===== config.mk =====
export PLATFORM = sky130hd
export DESIGN_NAME = adc_conv_sequencer
export DESIGN_NICKNAME = d
export VERILOG_FILES = /design/src/rtl/adc_seq_pkg.sv /design/src/rtl/adc_seq_avg.sv /design/src/rtl/adc_conv_sequencer.sv
export SDC_FILE = /design/constraint.sdc
export NUM_CORES = 1
export LEC_CHECK = 0
export ABC_CLOCK_PERIOD_IN_PS = 3300
export CAP_MARGIN = 40
export CORE_AREA = 3 3 88 74
export CTS_BUF_LIST = sky130_fd_sc_hd__clkbuf_8
export DETAILED_ROUTE_END_ITERATION = 16
export DIE_AREA = 0 0 91 77
export PLACE_DENSITY = 0.69
export SLEW_MARGIN = 30
export SYNTH_ARGS = -nofsm -noshare
export SYNTH_HDL_FRONTEND = slang
export SYNTH_SLANG_ARGS = --single-unit
export TNS_END_PERCENT = 1

===== constraint.sdc =====
create_clock -name clk -period 3.3 [get_ports clk]
set_input_delay 0.33 -clock clk [delete_from_list [all_inputs] [get_ports clk]]
set_output_delay 0.33 -clock clk [all_outputs]
set_load 0.05 [all_outputs]

===== src/rtl/adc_seq_pkg.sv =====
// adc_seq_pkg: shared state type and width helpers for the ADC conversion sequencer.
package adc_seq_pkg;

  typedef enum logic [2:0] {
    ST_IDLE,
    ST_SELECT,
    ST_SETTLE,
    ST_CONVERT,
    ST_OUTPUT,
    ST_DONE
  } seq_state_e;

  localparam int DEF_W             = 16;
  localparam int DEF_NUM_CH        = 4;
  localparam int DEF_SETTLE_CYCLES = 8;
  localparam int DEF_AVG_LOG2      = 2;

  // Mux select width; a single channel still needs one select bit.
  function automatic int ch_width(input int num_ch);
    return (num_ch > 1) ? $clog2(num_ch) : 1;
  endfunction

  // Accumulator width that holds 2**avg_log2 full-scale samples without overflow.
  function automatic int acc_width(input int w, input int avg_log2);
    return w + avg_log2;
  endfunction

endpackage


===== src/rtl/adc_seq_avg.sv =====
// adc_seq_avg: accumulates 2**AVG_LOG2 accepted ADC samples and presents the
// truncated mean together with the sample that completes the set.
module adc_seq_avg
  import adc_seq_pkg::*;
#(
  parameter int W        = DEF_W,
  parameter int AVG_LOG2 = DEF_AVG_LOG2
) (
  input  logic         clk,
  input  logic         reset,
  input  logic         clear_i,
  input  logic         sample_en_i,
  input  logic [W-1:0] sample_i,
  output logic         last_o,
  output logic [W-1:0] avg_o
);

  localparam int ACC_W = acc_width(W, AVG_LOG2);
  localparam int CNT_W = (AVG_LOG2 > 0) ? AVG_LOG2 : 1;
  localparam logic [CNT_W-1:0] CNT_LAST = CNT_W'((1 << AVG_LOG2) - 1);

  logic [ACC_W-1:0] acc_q;
  logic [ACC_W-1:0] sum_d;
  logic [CNT_W-1:0] cnt_q;

  assign sum_d  = acc_q + ACC_W'(sample_i);
  assign last_o = sample_en_i && (cnt_q == CNT_LAST);
  assign avg_o  = W'(sum_d >> AVG_LOG2);

  // Accumulate accepted samples; the set restarts empty once the mean is taken.
  always_ff @(posedge clk) begin
    if (reset || clear_i) begin
      acc_q <= '0;
      cnt_q <= '0;
    end else if (sample_en_i) begin
      if (cnt_q == CNT_LAST) begin
        acc_q <= '0;
        cnt_q <= '0;
      end else begin
        acc_q <= sum_d;
        cnt_q <= cnt_q + CNT_W'(1);
      end
    end
  end

endmodule


===== src/rtl/adc_conv_sequencer.sv =====
// adc_conv_sequencer: scans the channels of a mask through one ADC core,
// settling the mux with the ADC held in reset, then returning one result per
// channel over a valid/ready handshake.
// Build option: define ADC_SEQ_AVG_EN to average 2**AVG_LOG2 samples per
// channel; otherwise the first non-discarded sample is the result.
//
// state   | meaning
// IDLE    | waiting for Start_i with a non-empty mask
// SELECT  | mux driven to the current channel, ADC held in reset
// SETTLE  | ADC held in reset for SETTLE_CYCLES while the input settles
// CONVERT | ADC running; first strobe discarded, later ones sampled
// OUTPUT  | result presented, ADC held in reset until the handshake
// DONE    | one-cycle scan-complete pulse
module adc_conv_sequencer
  import adc_seq_pkg::*;
#(
  parameter int W             = DEF_W,
  parameter int NUM_CH        = DEF_NUM_CH,
  parameter int SETTLE_CYCLES = DEF_SETTLE_CYCLES,
  parameter int AVG_LOG2      = DEF_AVG_LOG2,
  localparam int CH_W         = ch_width(NUM_CH)
) (
  input  logic              clk,
  input  logic              reset,
  input  logic              Start_i,
  input  logic              Abort_i,
  input  logic [NUM_CH-1:0] Channel_mask_i,
  input  logic [W-1:0]      Period_cfg_i,
  output logic [W-1:0]      Period_counter_val_o,
  output logic              Adc_reset_o,
  output logic [CH_W-1:0]   Mux_sel_o,
  input  logic [W-1:0]      On_counter_val_i,
  input  logic              ADC_valid_strb_i,
  output logic [W-1:0]      Result_o,
  output logic [CH_W-1:0]   Result_ch_o,
  output logic              Result_valid_o,
  input  logic              Result_ready_i,
  output logic              Busy_o,
  output logic              Scan_done_o
);

  localparam int SET_W = (SETTLE_CYCLES > 1) ? $clog2(SETTLE_CYCLES) : 1;

  seq_state_e        state_q;
  logic [NUM_CH-1:0] mask_q;
  logic [CH_W-1:0]   ptr_q;
  logic [CH_W-1:0]   mux_sel_q;
  logic [W-1:0]      period_q;
  logic [W-1:0]      result_q;
  logic [CH_W-1:0]   result_ch_q;
  logic [SET_W-1:0]  settle_q;
  logic              adc_reset_q;
  logic              busy_q;
  logic              done_q;
  logic              valid_q;
  logic              discard_q;

  logic [CH_W-1:0]   first_ptr_d;
  logic [CH_W-1:0]   next_ptr_d;
  logic              next_found_d;

  logic              sample_en;
  logic              sample_last;
  logic [W-1:0]      sample_val;

  // Lowest set bit of the requested mask becomes the first channel.
  always_comb begin
    first_ptr_d = '0;
    for (int i = NUM_CH - 1; i >= 0; i--) begin
      if (Channel_mask_i[i]) first_ptr_d = CH_W'(i);
    end
  end

  // Next latched channel strictly above the current pointer, if any.
  always_comb begin
    next_ptr_d   = '0;
    next_found_d = 1'b0;
    for (int i = NUM_CH - 1; i >= 0; i--) begin
      if (mask_q[i] && (CH_W'(i) > ptr_q)) begin
        next_ptr_d   = CH_W'(i);
        next_found_d = 1'b1;
      end
    end
  end

  // The first strobe of each conversion covers a partial PWM period and is dropped.
  assign sample_en = (state_q == ST_CONVERT) && ADC_valid_strb_i && !discard_q && !Abort_i;

`ifdef ADC_SEQ_AVG_EN
  adc_seq_avg #(
    .W        (W),
    .AVG_LOG2 (AVG_LOG2)
  ) u_avg (
    .clk         (clk),
    .reset       (reset),
    .clear_i     (Abort_i || (state_q != ST_CONVERT)),
    .sample_en_i (sample_en),
    .sample_i    (On_counter_val_i),
    .last_o      (sample_last),
    .avg_o       (sample_val)
  );
`else
  logic unused_avg;
  assign unused_avg  = (AVG_LOG2 > 0);
  assign sample_last = sample_en;
  assign sample_val  = On_counter_val_i;
`endif

  // Scan sequencing with registered outputs; abort beats every in-scan transition.
  always_ff @(posedge clk) begin
    if (reset) begin
      state_q     <= ST_IDLE;
      mask_q      <= '0;
      ptr_q       <= '0;
      mux_sel_q   <= '0;
      period_q    <= '0;
      result_q    <= '0;
      result_ch_q <= '0;
      settle_q    <= '0;
      adc_reset_q <= 1'b1;
      busy_q      <= 1'b0;
      done_q      <= 1'b0;
      valid_q     <= 1'b0;
      discard_q   <= 1'b0;
    end else if (Abort_i && (state_q != ST_IDLE)) begin
      state_q     <= ST_IDLE;
      adc_reset_q <= 1'b1;
      busy_q      <= 1'b0;
      done_q      <= 1'b0;
      valid_q     <= 1'b0;
      discard_q   <= 1'b0;
    end else begin
      case (state_q)
        ST_IDLE: begin
          if (Start_i && (|Channel_mask_i)) begin
            mask_q      <= Channel_mask_i;
            period_q    <= Period_cfg_i;
            ptr_q       <= first_ptr_d;
            mux_sel_q   <= first_ptr_d;
            adc_reset_q <= 1'b1;
            busy_q      <= 1'b1;
            state_q     <= ST_SELECT;
          end
        end
        ST_SELECT: begin
          settle_q <= SET_W'(SETTLE_CYCLES - 1);
          state_q  <= ST_SETTLE;
        end
        ST_SETTLE: begin
          if (settle_q == '0) begin
            adc_reset_q <= 1'b0;
            discard_q   <= 1'b1;
            state_q     <= ST_CONVERT;
          end else begin
            settle_q <= settle_q - SET_W'(1);
          end
        end
        ST_CONVERT: begin
          if (ADC_valid_strb_i) begin
            discard_q <= 1'b0;
            if (sample_last) begin
              result_q    <= sample_val;
              result_ch_q <= ptr_q;
              valid_q     <= 1'b1;
              adc_reset_q <= 1'b1;
              state_q     <= ST_OUTPUT;
            end
          end
        end
        ST_OUTPUT: begin
          if (Result_ready_i) begin
            valid_q <= 1'b0;
            if (next_found_d) begin
              ptr_q     <= next_ptr_d;
              mux_sel_q <= next_ptr_d;
              state_q   <= ST_SELECT;
            end else begin
              done_q  <= 1'b1;
              state_q <= ST_DONE;
            end
          end
        end
        ST_DONE: begin
          done_q  <= 1'b0;
          busy_q  <= 1'b0;
          state_q <= ST_IDLE;
        end
        default: state_q <= ST_IDLE;
      endcase
    end
  end

  assign Period_counter_val_o = period_q;
  assign Adc_reset_o          = adc_reset_q;
  assign Mux_sel_o            = mux_sel_q;
  assign Result_o             = result_q;
  assign Result_ch_o          = result_ch_q;
  assign Result_valid_o       = valid_q;
  assign Busy_o               = busy_q;
  assign Scan_done_o          = done_q;

endmodule


# ---- Yosys cells after proc, flatten, opt, wreduce, memory -nomap -nowiden
# Cells that the tools add are included.
dict set report totals {
  reg_bits 51
  output_inout_bits 40
  elab_cells 103
}
dict set report op_classes {
  addsub 1
  n_lt_le_gt_ge 4
  eq_ne 13
  muxes 39
  bitwise 1
  reduce_logical 33
}
# operator n
set op_table {}
lappend op_table {{2-bit two-way mux} 11}
lappend op_table {{3-bit two-way mux} 7}
lappend op_table {{2-bit inequality test (second input constant)} 8}
lappend op_table {{3-bit one-hot mux with 5 select lines} 1}
lappend op_table {{5-bit AND reduction} 3}
lappend op_table {{1-bit two-way mux} 13}
lappend op_table {{3-bit AND reduction} 4}
lappend op_table {{2-bit nonzero test} 6}
lappend op_table {{1-bit logical AND} 9}
lappend op_table {{1-bit one-hot mux with 2 select lines} 4}
lappend op_table {{4-bit AND reduction} 2}
lappend op_table {{3-bit by 2-bit equality test with 1-bit output (second input constant)} 2}
lappend op_table {{3-bit equality test (second input constant)} 2}
lappend op_table {{3-bit logical NOT} 2}
lappend op_table {{3-bit one-hot mux with 2 select lines} 1}
lappend op_table {{3-bit nonzero test} 2}
lappend op_table {{1-bit by 2-bit greater-than comparator with 1-bit output (first input constant)} 2}
lappend op_table {{2-bit greater-than comparator (first input constant)} 2}
lappend op_table {{2-bit one-hot mux with 2 select lines} 1}
lappend op_table {{4-bit OR reduction} 1}
lappend op_table {{3-bit by 1-bit equality test with 1-bit output (second input constant)} 1}
lappend op_table {{1-bit one-hot mux with 3 select lines} 1}
lappend op_table {{3-bit by 1-bit subtractor with 3-bit output (second input constant)} 1}
lappend op_table {{1-bit logical NOT} 2}
lappend op_table {{3 further kinds} 3}

# ---- Longest topological paths before layout
# Gate-level depths: netlist (run 1).
dict set report logic_depth {
  word_depth 9
  mapped_depth 7
  ltp_nobuf 7
}

# ---- Least setup slack after synthesis (run 1)
# Ideal clock, no wire load.
dict set report synth_path {
  path_type {register to register}
  from {register Mux_sel_o[0] (netlist name)}
  to {register mux_sel_q[0] (netlist: Mux_sel_o[0])}
  setup_ns 0.070
  t_arrival_ns 1.557
  required_ns 3.230
  setup_slack_ns 1.672
  path_stages_with_launch 6
  n_path_buf 0
  path_cell_list {dfxtp_1 > nand2b_1 > a32oi_1 > a41o_1 > nand2b_1 > a21oi_1}
}
# item line_no
set synth_lines {}
lappend synth_lines {{end signal, assigned} adc_conv_sequencer.sv:139} ;# mux_sel_q <= first_ptr_d;
lappend synth_lines {{end signal, assigned} adc_conv_sequencer.sv:175} ;# mux_sel_q <= next_ptr_d;
lappend synth_lines {{end, declared} adc_conv_sequencer.sv:47} ;# logic [CH_W-1:0] mux_sel_q;

# ---- Final worst setup path (run 1)
dict set report layout_path {
  from {register mux_sel_q[1] (netlist: Mux_sel_o[1])}
  to {output port Mux_sel_o[1]}
}
# item line_no
set layout_lines {}
lappend layout_lines {{end, declared} adc_conv_sequencer.sv:31} ;# output logic [CH_W-1:0] Mux_sel_o,
# No word-level cell between the ends.

==> results of run 1 <==
-- tightest hold or removal path: stages, from the launching register on --
cell and delay [ns]:
dfxtp_1 0.32, nand2_1 0.05, a21oi_1 0.05
-- layout by cell type, fill, tap and decap left out, types with 2 or more instances in the layout --
cell,instances
dfxtp_1,50
inv_1,7
a211o_1,2
o211ai_1,2
a32oi_1,2
clkbuf_8,5
o21bai_1,2
nand2_1,78
o21ai_0,3
nor4_1,2
or2_1,2
nand2b_1,4
clkdlybuf4s50_1,81
nor2b_1,3
a21oi_1,48
nand3_1,3
and3_1,2
nor2_1,9
a311oi_1,4
nor3_1,3
or3_4,2
ha_1,2
-- kinds of logic (layout without fill, tap and decap cells) --
group,Yosys count,after routing,share of synthesized area
AND/OR/NAND/NOR,115,115,0.243
AO/OA/AOI/OAI,72,72,0.212
adder cells (fa/ha/maj),2,2,0.0117
buffers and inverters,25,99,0.0666
flip-flops,50,50,0.468
-- path summary, 6_finish.rpt --
| check | start | to | slack [ns] | cells after the start |
|---|---|---|---|---|
| hold reg to reg | Period_counter_val_o[14] | Period_counter_val_o[14] | 0.46 | 2 |
| setup / recovery | Mux_sel_o[1] | Mux_sel_o[1] | 1.27 | 1 |
| hold / removal | Period_counter_val_o[14] | Period_counter_val_o[14] | 0.46 | 2 |
| setup reg to reg | state_q[0] | Adc_reset_o | 1.44 | 5 |
-- flip-flops by register name, indices dropped and copies added (netlist names), 2 cells and up --
register              cells
state_q                   3
Period_counter_val_o     16
Result_o                 16
Result_ch_o               2
mask_q                    3
Mux_sel_o                 2
settle_q                  3
-- area by class of cell --
class	count	area [sq um]	share of cell area
inverters	8	30.0	0.00976
well taps	81	101	0.0330
clock inverters	3	47.5	0.0155
multi-input cells	189	997	0.324
flip-flops and latches	50	1000	0.325
clock buffers	5	68.8	0.0224
repair buffers	83	830	0.270
-- routing by layer --
layer / share of wire / vias up / GRT usage
li1: - / 1045 / -
met5: 0 / - / 0
met3: 0.051 / 8 / 0.0569
met2: 0.44 / 63 / 0.231
met4: 0.015 / 0 / 0.0512
met1: 0.49 / 910 / 0.205
-- per-stage QoR --
step / setup WS (ns) / power, mW / area [sq um] / hold WS [ns] / util
5_1_grt: 1.19 / 2.03 / 3080 / 0.477 / 0.534
4_1_cts: 1.06 / 1.92 / 3060 / 0.460 / 0.532
3_3_place_gp: 1.05 / 1.46 / 2950 / 0.442 / 0.512
3_5_place_dp: 1.01 / 1.47 / 2950 / 0.446 / 0.512
6_report: 1.27 / 1.92 / 3080 / 0.459 / 0.534
2_1_floorplan: 1.67 / 1.29 / 2140 / 0.426 / -
-- power by group --
group | internal (mW) | total (mW) | switching [mW]
registers | 0.682 | 0.766 | 0.0838
clock network | 0.230 | 0.444 | 0.214
logic | 0.273 | 0.706 | 0.433
==> metrics, run 1 <==
total core area=0.00576 sq mm; placed cells=410; Worst setup SP type=flip-flop; Die ar.=0.00701 sq mm; Layout area overhead=43.7%; DR vias/cell=4.84; remaining global-route overflow=0; first-pass GRT wire length=8790 um; share of post-route cells with drive strength above 1=0.0562; fin. max-slew vios=0; Slowest cell on crit path=clkdlybuf4s50_1; Yosys cell types=42; detailed placer's ending HPWL=3820 um; Largest stage delay, worst path=0.88 ns; Post-Syn Area=0.00214 sq mm; Fill cells=582; Root Buffer=clkbuf_8; Critical path buffers and inverters=1; setup_tns=0 ns; f_max=492 MHz; Layout Nets=381; largest area contributor in the netlist=dfxtp_1; Worst Path Arrival=1.70 ns; Post-Syn Area per Cell=8.11 sq um; Layout Cells excl Fill=419; Die Ht=77 um; Worst path top cell family by delay=buffers and inverters; CTS Hold Buffers Added=0; CTS tree=yes; Max Cap Viol=0; crit share post-route=0.616; Clock Latency Late Sink=0.31 ns; status=finished clean; Worst slew margin=0.507; worst-path cell chain=clkdlybuf4s50_1; die width=91 um; DR DRC count=0; pin count of the biggest net entering global routing=43; cell types with the highest counts after synthesis=nand2_1, dfxtp_1, a21oi_1; vias in the first global route=1861; Synth Net Count=308; clock period minus worst slack=2.03 ns; Worst Tran Pin Value=0.737 ns; number of port buffers=81; starting density of the core=0.372; Seq/Total Area, Yosys=0.468; Worst EP required=2.97 ns; post-synth top area share=0.468; routability congestion estimate=0.840; final setup violation count=0; top post-synthesis cells by area=dfxtp_1, nand2_1, a21oi_1; Post-synth EDFFs=0; count leader, synth=nand2_1; # rows=25; H-tree level count=2; # IOs=82; Setup CP Type=flip-flop to output pin; Hold Path Class=flip-flop to flip-flop; initial antenna violation count=0; yosys warns=0; wire per inst=12.9 um; endpoints failing hold=0; total CTS buffers=5; initial drt markers=136; Pleak=1.06 nW; Inserted Diodes=0; crit-path max FO=10; clock sinks=50; CTS Buffer Depth=2; unrepaired setup endpoints after global routing=false; post-route ant nets=0; Post-CTS Setup Bufs=0; Pre-Repair DR Iteration Count=4; Seq cells post-synth=50; Setup crit end kind=output pin; GRT Total Usage=0.154; post-cts sizing count=0; IR drop worst, VDD=359 uV; Cells after Synth=264; Vias=2026; FFs w/ async S/R, synth=0; skew final=0.0108 ns; Synth Flop Type=dfxtp_1; clock slew at reported path FFs=0.09 ns; Post-Route WL=5390 um; Pwr Density=623 mW/mm^2
Note: power is estimated with default switching activity, not from simulation.
==> run 2: changes to the inputs <==
--- a/config.mk
+++ b/config.mk
@@ -5,13 +5,13 @@
 export SDC_FILE = /design/constraint.sdc
 export NUM_CORES = 1
 export LEC_CHECK = 0
-export ABC_CLOCK_PERIOD_IN_PS = 3300
+export ABC_CLOCK_PERIOD_IN_PS = 1800
 export CAP_MARGIN = 40
 export CORE_AREA = 3 3 88 74
 export CTS_BUF_LIST = sky130_fd_sc_hd__clkbuf_8
 export DETAILED_ROUTE_END_ITERATION = 16
 export DIE_AREA = 0 0 91 77
-export PLACE_DENSITY = 0.69
+export PLACE_DENSITY = 0.72
 export SLEW_MARGIN = 30
 export SYNTH_ARGS = -nofsm -noshare
 export SYNTH_HDL_FRONTEND = slang
==> constraint.sdc (replaced) <==
create_clock -name clk -period 1.8 [get_ports clk]
set_input_delay 0.18 -clock clk [delete_from_list [all_inputs] [get_ports clk]]
set_output_delay 0.18 -clock clk [all_outputs]
set_load 0.05 [all_outputs]
==> run 2 against run 1 <==
Net effect: global-route usage is 0.094 points lower; clock skew is 0.0062 ns lower; power is 86% higher; critical path depth stayed put; wire length is 0.17% lower; hold slack worse by 0.029 ns; combinational power is 95% higher; sequential share of layout area is 1.2 points lower; non-clock buffer count is 14 higher; critical endpoint is now Busy_o; largest cell class unchanged; largest power group unchanged; highest routed layer unchanged.
==> metrics, run 2 (synthesis results as in run 1) <==
clock period minus worst slack=1.66 ns; initial antenna violation count=0; clock sinks=50; Setup crit end kind=output pin; Layout Nets=395; Clock Latency Late Sink=0.29 ns; Pre-Repair DR Iteration Count=4; Fill cells=588; setup_tns=0 ns; status=finished clean; Pwr Density=1110 mW/mm^2; DR vias/cell=4.77; Root Buffer=clkbuf_8; worst-path cell chain=clkdlybuf4s50_1; Largest stage delay, worst path=0.81 ns; Layout Cells excl Fill=432; commonest non-fill, non-tap cell in the layout=clkdlybuf4s50_1; pin count of the biggest net entering global routing=30; post-route ant nets=0; GRT Total Usage=0.153; fin. max-slew vios=0; total core area=0.00576 sq mm; Critical path buffers and inverters=1; Layout area overhead=49.2%; Worst EP required=1.62 ns; H-tree level count=2; Hold Path Class=input pin to flip-flop; share of post-route cells with drive strength above 1=0.0969; CTS tree=yes; Critical path origin=Busy_o; wire per inst=12.5 um; starting density of the core=0.372; f_max=604 MHz; detailed placer's ending HPWL=4000 um; IR drop worst, VDD=703 uV; CTS Buffer Depth=2; hold wc startpoint=Period_cfg_i[10]; number of port buffers=81; # IOs=82; Worst Tran Pin Value=0.520 ns; Inserted Diodes=0; Worst setup SP type=flip-flop; Design Power=3.56 mW; Post-Route WL=5380 um; Critical Path Stages=1; total CTS buffers=5; crit share post-route=0.920; Critical R2R Capture=Adc_reset_o; skew final=0.00462 ns; vias in the first global route=1869; R2R Path Start=settle_q[0]; first-pass GRT wire length=8970 um; reg2reg setup slack=0.15 ns; Max Cap Viol=0; Slowest cell on crit path=clkdlybuf4s50_1; DR DRC count=0; initial drt markers=78; remaining global-route overflow=0; # rows=25; Die Ht=77 um; die width=91 um; Setup CP Type=flip-flop to output pin; Pleak=1.14 nW; R2R cell count=7; placed cells=425; Die ar.=0.00701 sq mm; endpoints failing hold=0; placed cell areas=0.00308 sq mm; Worst path top cell family by delay=buffers and inverters; routability congestion estimate=0.812; design area=0.00319 sq mm; worst hold slack=0.430 ns; crit-path max FO=3; Vias=2059; Critical Path Sink=Busy_o; Worst Path Arrival=1.48 ns; Worst slew margin=0.652; most frequent cells in the layout=clkdlybuf4s50_1, nand2_1, dfxtp_1, a21oi_1, buf_4; clock slew at reported path FFs=0.09 ns; final setup violation count=0; unrepaired setup endpoints after global routing=false
[run 2: layer usage]
layer  part of all wire  track usage
met1               0.48        0.214
met5                  0            0
met4             0.0061       0.0361
met2               0.46        0.237
met3              0.056       0.0392
[run 2: repair_timing]
item	in CTS	in global routing
buffers inserted	0	0
hold buffers	0	0
resized for setup	0	1
endpoints found under the setup margin	0	1
[run 2: area by class of cell]
class                           instances  area [sq um]  share of cell area
Sequential cell                        50          1000               0.313
Multi-Input combinational cell        189           998               0.313
Timing Repair Buffer                   97           951               0.298
Tap cell                               81           101              0.0317
Clock buffer                            6          82.6              0.0259
Clock inverter                          1          30.0             0.00940
Inverter                                8          30.0             0.00940
[run 2: per-stage QoR]
stage                util  setup WS, ns
floorplan               -         0.172
global placement    0.535       -0.0545
detailed placement  0.535        -0.107
CTS                 0.555         0.129
global route        0.555        0.0240
finish              0.555         0.145
[run 2: how the worst min path moves through the flow]
stage / end / slack [ns] / cells past startpoint
floorplan: Result_valid_o / 0.28 / 1
global placement: Period_counter_val_o[0] / 0.44 / 2
detailed placement: Result_o[13] / 0.45 / 2
CTS: Period_counter_val_o[10] / 0.42 / 3
global route: Period_counter_val_o[14] / 0.43 / 3
finish: Period_counter_val_o[10] / 0.43 / 3
[run 2: power breakdown]
group	total (mW)	internal [mW]	leakage (nW)	switching, mW
clock	0.786	0.445	0.0573	0.342
sequential	1.39	1.25	0.407	0.136
combinational	1.38	0.567	0.675	0.818
total	3.56	2.26	1.14	1.30
==> run 3: changes to the inputs <==
--- a/config.mk
+++ b/config.mk
@@ -5,13 +5,14 @@
 export SDC_FILE = /design/constraint.sdc
 export NUM_CORES = 1
 export LEC_CHECK = 0
-export ABC_CLOCK_PERIOD_IN_PS = 1800
+export ABC_CLOCK_PERIOD_IN_PS = 1400
 export CAP_MARGIN = 40
 export CORE_AREA = 3 3 88 74
 export CTS_BUF_LIST = sky130_fd_sc_hd__clkbuf_8
 export DETAILED_ROUTE_END_ITERATION = 16
 export DIE_AREA = 0 0 91 77
 export PLACE_DENSITY = 0.72
+export RECOVER_POWER = 50
 export SLEW_MARGIN = 30
 export SYNTH_ARGS = -nofsm -noshare
 export SYNTH_HDL_FRONTEND = slang
==> constraint.sdc (replaced) <==
create_clock -name clk -period 1.4 [get_ports clk]
set_input_delay 0.14 -clock clk [delete_from_list [all_inputs] [get_ports clk]]
set_output_delay 0.14 -clock clk [all_outputs]
set_load 0.05 [all_outputs]
==> run 3 against run 2 <==
Net effect: the run now ends with setup timing left; final cell count up 6.0%; die area unchanged; power up 42%; wire length up 12%; utilization up 3.0 points; first-iteration DRC count up 53%; hold slack worse by 0.056 ns; sequential power up 29%; non-clock buffer count up 25; critical endpoint is now state_q[0]; highest routed layer unchanged.
==> metrics, run 3 (synthesis results as in run 1) <==
Vias=2210; CTS tree=yes; status=finished with violations; Max Cap Viol=0; pin count of the biggest net entering global routing=28; worst-path cell chain=inv_2 -> ha_4 -> nand2b_4 -> o211ai_4 -> nand3_2 -> or3_4 -> a21oi_2; Layout area overhead=57.3%; GRT Total Usage=0.176; H-tree level count=2; share of post-route cells with drive strength above 1=0.318; Setup CP Type=flip-flop to flip-flop; clock sinks=50; Logic pwr share=0.471; most frequent cells in the layout=nand2_1, a21oi_1, dfxtp_1, buf_4, clkdlybuf4s50_1; setup_tns=-0.667 ns; detailed placer's ending HPWL=4260 um; clock slew at reported path FFs=0.09 ns; Slowest cell on crit path=or3_4; Clock Latency Late Sink=0.30 ns; initial antenna violation count=0; f_max=667 MHz; Layout Nets=420; post-place setup slack=-0.415 ns; Hold Path Depth=5; clock power share=0.174; Pwr Density=1500 mW/mm^2; DR DRC count=0; Net Sw Frac=0.383; final setup violation count=26; Critical Path Stages=7; starting density of the core=0.372; number of port buffers=81; Setup crit end kind=flip-flop; Worst Path Arrival=1.74 ns; final worst setup slack=-0.0993 ns; worst hold slack=0.374 ns; Worst path top cell family by delay=simple AND/OR/NAND/NOR gates; violated checks=setup timing; Worst setup SP type=flip-flop; remaining global-route overflow=0; # IOs=82; Fill cells=541; # rows=25; CTS Hold Buffers Added=0; IR drop worst, VDD=698 uV; skew final=0.00669 ns; Largest stage delay, worst path=0.35 ns; Hold Path Class=input pin to flip-flop; post-route ant nets=0; initial drt markers=119; vias in the first global route=2198; unrepaired setup endpoints after global routing=true; fraction of power consumed by sequential logic=0.355; CTS Buffer Depth=2; Inserted Diodes=0; commonest non-fill, non-tap cell in the layout=nand2_1; first-pass GRT wire length=10300 um; clock period minus worst slack=1.50 ns; wire per inst=13.2 um; Worst slew margin=0.605; routability congestion estimate=0.829; total CTS buffers=5; R2R cell count=7; total core area=0.00576 sq mm; Post-Route WL=6030 um; fin util=0.585; endpoints failing hold=0; crit share post-route=1.07; Pre-Repair DR Iteration Count=4; design internal power=3.11 mW; Psw=1.93 mW; Pleak=1.36 nW; die width=91 um; Design Power=5.05 mW; crit-path max FO=3; DR vias/cell=4.83; fin. max-slew vios=0; Die Ht=77 um; Worst Tran Pin Value=0.595 ns; Die ar.=0.00701 sq mm; Worst EP required=1.64 ns; Critical path buffers and inverters=1; Root Buffer=clkbuf_8
-- run 3: path summary, 6_finish.rpt --
kind	start	to	slack (ns)
setup / recovery	settle_q[1]	state_q[0]	-0.1
hold / removal	Channel_mask_i[0]	Mux_sel_o[1]	0.37
setup reg to reg	settle_q[1]	state_q[0]	-0.1
hold reg to reg	Period_counter_val_o[9]	Period_counter_val_o[9]	0.45
-- run 3: metal layers --
layer	share of wire	wire (um)	GRT usage	vias to the layer above
met2	0.48	2890	0.292	63
met1	0.44	2630	0.220	1017
met5	0	0	0	-
met4	0.017	102	0.0572	0
li1	-	-	-	1120
met3	0.067	404	0.0520	10
-- run 3: final cells by class --
| class | count | area, sq um | share of cell area |
|---|---|---|---|
| flip-flops and latches | 50 | 1010 | 0.300 |
| multi-input cells | 189 | 1110 | 0.329 |
| clock inverters | 2 | 12.5 | 0.00371 |
| repair buffers | 122 | 1020 | 0.304 |
| inverters | 8 | 30.0 | 0.00892 |
| clock buffers | 6 | 82.6 | 0.0245 |
| well taps | 81 | 101 | 0.0301 |
-- run 3: power by group through the flow --
stage	logic, mW	registers [mW]	clock network [mW]
after global placement	2.05	1.79	0
after detailed placement	2.08	1.80	0
after CTS	2.28	1.78	0.915
after global routing	2.57	1.82	0.983
final	2.38	1.79	0.876
after floorplan	0.903	2.14	0
-- run 3: repair_timing --
action                                  CTS  global route
setup buffers                             3             0
cloned                                    0             0
endpoints found under the setup margin   48            49
resized for setup                        19            17
pin swaps                                 5             7
-- run 3: tightest hold or removal path, delay by kind of cell --
| kind | cells | cell delay (ns) |
|---|---|---|
| buffers and inverters | 2 | 0.29 |
| AO/OA/AOI/OAI | 2 | 0.16 |
| AND/OR/NAND/NOR | 1 | 0.03 |
-- run 3: metrics by stage --
step                      area [sq um]  std cells
after CTS                         3380        458
after floorplan                   2140        264
after detailed placement          3200        447
after global placement            3200        447
final                             3370        458
after global routing              3370        458
